`src/rtl/pc_if_id_stage.sv`:
```
// PC register and IF/ID pipeline latch around the combinational fetch stage.
// Handles stall, branch redirect with a one-bubble flush, and halt detection.
module pc_if_id_stage #(
  parameter logic [15:0] RESET_PC    = 16'h0000,
  parameter logic [5:0]  HALT_OPCODE = 6'b111111,
  parameter logic [31:0] NOP_INSTR   = 32'h0000_0000
) (
  input  logic        clk,
  input  logic        rst,
  input  logic        stall,
  input  logic        branch_taken,
  input  logic [15:0] branch_target,
  input  logic [31:0] instruction_in,
  input  logic [15:0] pc_1_in,
  output logic [15:0] pc_out,
  output logic [31:0] id_instruction,
  output logic [15:0] id_pc_1,
  output logic        id_valid,
  output logic        halted
);

  localparam int unsigned PC_W    = 16;
  localparam int unsigned INSTR_W = 32;
  localparam int unsigned OP_W    = 6;

  typedef enum logic {
    RUN    = 1'b0,
    HALTED = 1'b1
  } state_t;

  state_t             state, state_nxt;
  logic [PC_W-1:0]    pc_nxt;
  logic [INSTR_W-1:0] instr_nxt;
  logic [PC_W-1:0]    pc_1_nxt;
  logic               valid_nxt;
  logic               halted_nxt;
  logic               is_halt;

  assign is_halt = (instruction_in[INSTR_W-1 -: OP_W] == HALT_OPCODE);

  // Next-state and next-output selection; priority branch > stall > advance.
  always_comb begin
    state_nxt  = state;
    pc_nxt     = pc_out;
    instr_nxt  = id_instruction;
    pc_1_nxt   = id_pc_1;
    valid_nxt  = id_valid;
    halted_nxt = halted;

    case (state)
      RUN: begin
        if (branch_taken) begin
          pc_nxt    = branch_target;
          instr_nxt = NOP_INSTR;
          pc_1_nxt  = PC_W'(0);
          valid_nxt = 1'b0;
        end else if (!stall) begin
          instr_nxt = instruction_in;
          pc_1_nxt  = pc_1_in;
          valid_nxt = 1'b1;
          if (is_halt) begin
            // PC freezes on the halt word so nothing past it is fetched
            halted_nxt = 1'b1;
            state_nxt  = HALTED;
          end else begin
            pc_nxt = pc_1_in;
          end
        end
      end

      HALTED: begin
        if (branch_taken) begin
          // An older in-flight branch resolves after the halt was fetched
          pc_nxt     = branch_target;
          instr_nxt  = NOP_INSTR;
          pc_1_nxt   = PC_W'(0);
          valid_nxt  = 1'b0;
          halted_nxt = 1'b0;
          state_nxt  = RUN;
        end else if (!stall) begin
          instr_nxt = NOP_INSTR;
          pc_1_nxt  = PC_W'(0);
          valid_nxt = 1'b0;
        end
      end

      default: begin
        state_nxt = RUN;
      end
    endcase
  end

  // State, PC and IF/ID registers with synchronous active-low reset.
  always_ff @(posedge clk) begin
    if (!rst) begin
      state          <= RUN;
      pc_out         <= RESET_PC;
      id_instruction <= NOP_INSTR;
      id_pc_1        <= PC_W'(0);
      id_valid       <= 1'b0;
      halted         <= 1'b0;
    end else begin
      state          <= state_nxt;
      pc_out         <= pc_nxt;
      id_instruction <= instr_nxt;
      id_pc_1        <= pc_1_nxt;
      id_valid       <= valid_nxt;
      halted         <= halted_nxt;
    end
  end

endmodule

```
`config.mk`:
```
export PLATFORM = sky130hd
export DESIGN_NAME = pc_if_id_stage
export DESIGN_NICKNAME = d
export VERILOG_FILES = /design/src/rtl/pc_if_id_stage.sv
export SDC_FILE = /design/constraint.sdc
export NUM_CORES = 1
export LEC_CHECK = 0
export ABC_AREA = 1
export CAP_MARGIN = 30
export CORE_MARGIN = 8
export CORE_UTILIZATION = 41
export CTS_BUF_LIST = sky130_fd_sc_hd__clkbuf_4 sky130_fd_sc_hd__clkbuf_8 sky130_fd_sc_hd__clkbuf_16
export DETAILED_ROUTE_END_ITERATION = 6
export PLACE_DENSITY = 0.8
export SETUP_SLACK_MARGIN = 0.02
export SLEW_MARGIN = 10
export SYNTH_ARGS = -nofsm -noshare
export SYNTH_HDL_FRONTEND = slang
export SYNTH_SLANG_ARGS = --single-unit
```
`constraint.sdc`:
```
create_clock -name clk -period 1.25 [get_ports clk]
set_input_delay 0.3125 -clock clk [delete_from_list [all_inputs] [get_ports clk]]
set_output_delay 0.3125 -clock clk [all_outputs]
set_load 0.01 [all_outputs]
```
== After elaboration in Yosys (flattened, before gate mapping) ==
Index checks and enable logic that the tools add are counted.
Storage, ports and cells
  bits in registers: 67
  output and inout port bits: 66
  word-level logic and storage cells: 48
Operators by class
  eq/ne operators: 8
  multiplexer cells: 30
  bitwise operators: 1
  reductions and logical operators: 3
Operator list (count)
  2-to-1 mux 16 bit: 8
  2-to-1 mux 32 bit: 4
  case mux 16 bit (2 select lines): 2
  case mux 32 bit (2 select lines): 1
  2-to-1 mux 1 bit: 12
  inequality test 3 bit, second input constant: 3
  inequality test 2 bit, second input constant: 4
  == test 6 bit, second input constant: 1
  case mux 1 bit (2 select lines): 3
  AND reduction 4 bit: 1
  AND reduction 3 bit: 1
  AND reduction 2 bit: 1
  inverter 1 bit: 1

== Logic depth before layout (Yosys ltp) ==
  depth after elaboration: 5
  mapped depth: 8

== Worst setup path after synthesis ==
No wires, ideal clock.
  path kind: reg-to-reg
  start point: register state
  end point: register pc_out[0]
  library setup time: 115 ps
  arrival: 935 ps
  path slack: 199 ps
  stages on the path, launching flop included: 7
  clock period less this slack: 1051 ps
  cell sequence: dfxtp_1 buf_4 buf_2 o21ai_1 nand2_1 a21oi_1 nor2_1
Between the ends
  cells in the longest elaborated chain, start to end: 3
  elaborated cells on any way between the ends: 6
  classes of those cells: eq/ne: 3; mux: 1; bitwise: 1; reduce/logical: 1
RTL lines
  start, declared: line 31  | state_t state, state_nxt;
  start signal, assigned: line 103  | state <= state_nxt;
  inverter 1 bit
  inequality test 3 bit (no line)
  AND reduction 3 bit (no line)
  end signal, assigned: line 104  | pc_out <= pc_nxt;
  end, declared: line 15  | output logic [15:0] pc_out,
Parallel ways exist; a longest one is shown, timed or not.
A chain may end at the register's enable or synchronous reset.

== Worst setup path in the final report ==
  start point: register pc_out[0]
  end point: output port pc_out[0]
No word-level cell between the ends.

==> metrics.csv <==
stage;metric;value;unit
floorplanning;start_util;0.422;
floorplanning;die_h;99.4;microns
clock_network;hold_buffers;0;
floorplanning;core_area;6760;sq um
sta;whs;0.382;ns
global_route;track_usage;0.200;
sta;tightestPinTransition;0.317;ns
clock_network;cts_tree;done;
logic_synthesis;ys_warn_count;0;
sta;fin_skew;0.00531;ns
placed_design;dpl_cell_area;4340;sq um
logic_synthesis;synth_edf_count;0;
layout;drive_gt1_frac;0.329;
sta;max_freq;0.830;GHz
layout;design_area;4560;sq um
setup_path;crit_path_max_fanout;2;
setup_path;worstPathRequired;0.94;ns
route;vias_per_cell;4.94;
layout;flow.area_growth_from_synthesis;60.0;%
setup_path;worstPathCellList;clkdlybuf4s15_2;
logic_synthesis;syn-instance-count;390;
sta;rsz0062_at_grt;yes;
placed_design;place_ws;-0.434;ns
setup_path;critPathCaptureType;primary output;
sta;layout_setup_ws;0.0447;ns
setup_path;max_stage_delay;0.34;ns
logic_synthesis;ys_async_sr_fraction;0;
clock_network;clkTransAtPathRegs;0.07;ns
logic_synthesis;syn-cell-area;2850;sq um
power;p_per_area;1050;nW/um^2
clock_network;cts.htree.levels;3;
route;drt_iter0_drc;146;
logic_synthesis;syn_avg_cell_area;7.31;sq um
sta;setup_viol;0;
route;avgRoutedWirePerCell;15.9;microns
power;p_leak;1.97;nW
route;routed_wl;9850;microns
logic_synthesis;yosys.area_share.simple;0.281;
logic_synthesis;synthesis.nets;458;
logic_synthesis;ys_types;20;
clock_network;clock-sinks;67;
clock_network;ctsRootBufferMaster;clkbuf_8;
global_route;grt_first_pass_wirelength;15800;microns
logic_synthesis;synth_ff_type;dfxtp_1;
flow_run;drv_cap;0;
min_path;min_path_type;input pin to flip-flop;
setup_path;slowest_stage;dfxtp_1;
logic_synthesis;synth.most_common_cell;nand2_1;
clock_network;clk-insertion-delay-late;0.33;ns
clock_network;cts_buffers;9;
logic_synthesis;synth_seq_cells;67;
global_route;first_global_vias;3120;
logic_synthesis;synth_commonest_cells;143 x nand2_1, 67 x dfxtp_1, 57 x a21oi_1, 18 x inv_1;
layout;layout.nets;602;
sta;slew_headroom;0.788;
logic_synthesis;synthXorXnorAreaFrac;0;
power;vdd_ir_drop_max;0.995;mV
route;drtAntennaViolNets;0;
global_route;grt_max_degree;34;
placed_design;place_congestion;0.794;
power;finalPower;0.00479;W
logic_synthesis;yosys.area_share.adder;0;
setup_path;crit_type;flip-flop to primary output;
floorplanning;die_x;99.4;microns
placed_design;hpwlAfterDp;6830;microns
sta;fin_tns_setup;0;ns
logic_synthesis;synth_seq_area_share;0.470;
route;vias;3062;
placed_design;port_buffers;133;
sta;min_period_over_period;0.964;
logic_synthesis;synthMuxAreaShare;0;
sta;min_period;1.21;ns
setup_path;crit_family;flip-flops;
logic_synthesis;synth_top_family_by_area;simple AND/OR/NAND/NOR gates;
setup_path;r2r_slack;0.07;ns
setup_path;startpoint_type;flip-flop;
floorplanning;die_area;9880;sq um
logic_synthesis;synth_compound_area_frac;0.159;
sta;slew_violations;0;
sta;hold_viol_final;0;
route;drt_pass1_iterations;5;
global_route;antenna_found_initial;2;
status;status;complete, no violations;
floorplanning;row_count;30;
clock_network;clock_path_buffers;2;
layout;fill_cells;563;
setup_path;critPathArrivalTime;0.89;ns
global_route;grt_overflow_total;0;
route;drc;0;
logic_synthesis;synthTopCellsByArea;dfxtp_1 47%, nand2_1 19%, a21oi_1 10%, a21oi_2 3.1%, nand3_1 3.0%;
setup_path;crit_buf_inv;1;
floorplanning;ios;134;
logic_synthesis;yosysTopAreaCellShare;0.470;
logic_synthesis;yosys.area.top_type;dfxtp_1;
through the flow:
step,utilization,cells
2_1_floorplan,-,390
3_3_place_gp,0.642,594
3_5_place_dp,0.642,594
4_1_cts,0.703,616
5_1_grt,0.675,620
6_report,0.675,620
placed cells by master, fill, tap and decap left out:
master,Yosys,routed
nor2_1,17,16
dfxtp_1,67,40
dlygate4sd2_1,0,8
bufbuf_16,0,1
a21oi_4,0,1
o21ai_1,9,9
buf_16,0,3
inv_2,2,3
a21oi_1,57,47
inv_1,18,16
nand2_1,143,141
a21oi_2,10,19
buf_4,5,14
diode_2,0,2
inv_4,0,1
clkinv_2,0,3
buf_6,4,2
clkdlybuf4s15_2,0,19
dfxtp_2,0,27
buf_12,0,8
clkinv_1,1,1
nand3_1,17,17
nand2_2,11,12
clkbuf_2,0,10
buf_2,10,37
o21ai_0,7,7
nor2_8,2,2
clkbuf_4,0,2
clkdlybuf4s50_1,0,59
nor2_4,0,2
nand2_4,0,1
clkbuf_8,0,10
cell type report:
class | count | area [sq um] | area share
timing repair buffer | 161 | 1510 | 0.332
sequential | 67 | 1380 | 0.301
multi-input combinational | 274 | 1320 | 0.290
clock buffer | 12 | 153 | 0.0335
tap | 80 | 100 | 0.0219
inverter | 21 | 81.3 | 0.0178
clock inverter | 3 | 15.0 | 0.00329
antenna | 2 | 5.00 | 0.00110
where the power goes:
part / leakage (nW) / internal (W) / switching, W
sequential: 0.560 / 0.00224 / 0.0000497
combinational: 1.32 / 0.000493 / 0.000445
clock: 0.0928 / 0.000798 / 0.000772
total: 1.97 / 0.00353 / 0.00127
registers in the layout, summed over array words and instances (netlist names):
register,cells
id_pc_1,16
halted,1
id_instruction,32
id_valid,1
state,1
pc_out,16
routing by layer:
| layer | routed length [microns] | up-vias | track usage |
|---|---|---|---|
| met3 | 890 | 22 | 0.0817 |
| met4 | 283 | 0 | 0.0943 |
| met2 | 4830 | 139 | 0.343 |
| met5 | 0 | - | 0 |
| li1 | - | 1527 | - |
| met1 | 3840 | 1374 | 0.207 |
path summary, 6_finish.rpt:
kind,startpoint,to,cells past startpoint
worst max register to register,state,pc_out[10],6
worst max-delay path,pc_out[0],pc_out[0],1
worst min-delay path,instruction_in[27],id_instruction[27],3
worst min register to register,id_instruction[26],id_instruction[26],2
repair_timing:
item | in CTS | in global routing
gates resized for setup | 236 | 59
gates cloned | 4 | 0
pin swaps | 8 | 1
endpoints found under the setup margin | 128 | 81
buffers inserted | 3 | 2
kinds of logic after synthesis:
logic type | count (synthesis)
compound gates | 83
flops | 67
buf+inv | 49
simple gates | 191
(Power assumes the default switching activity.)
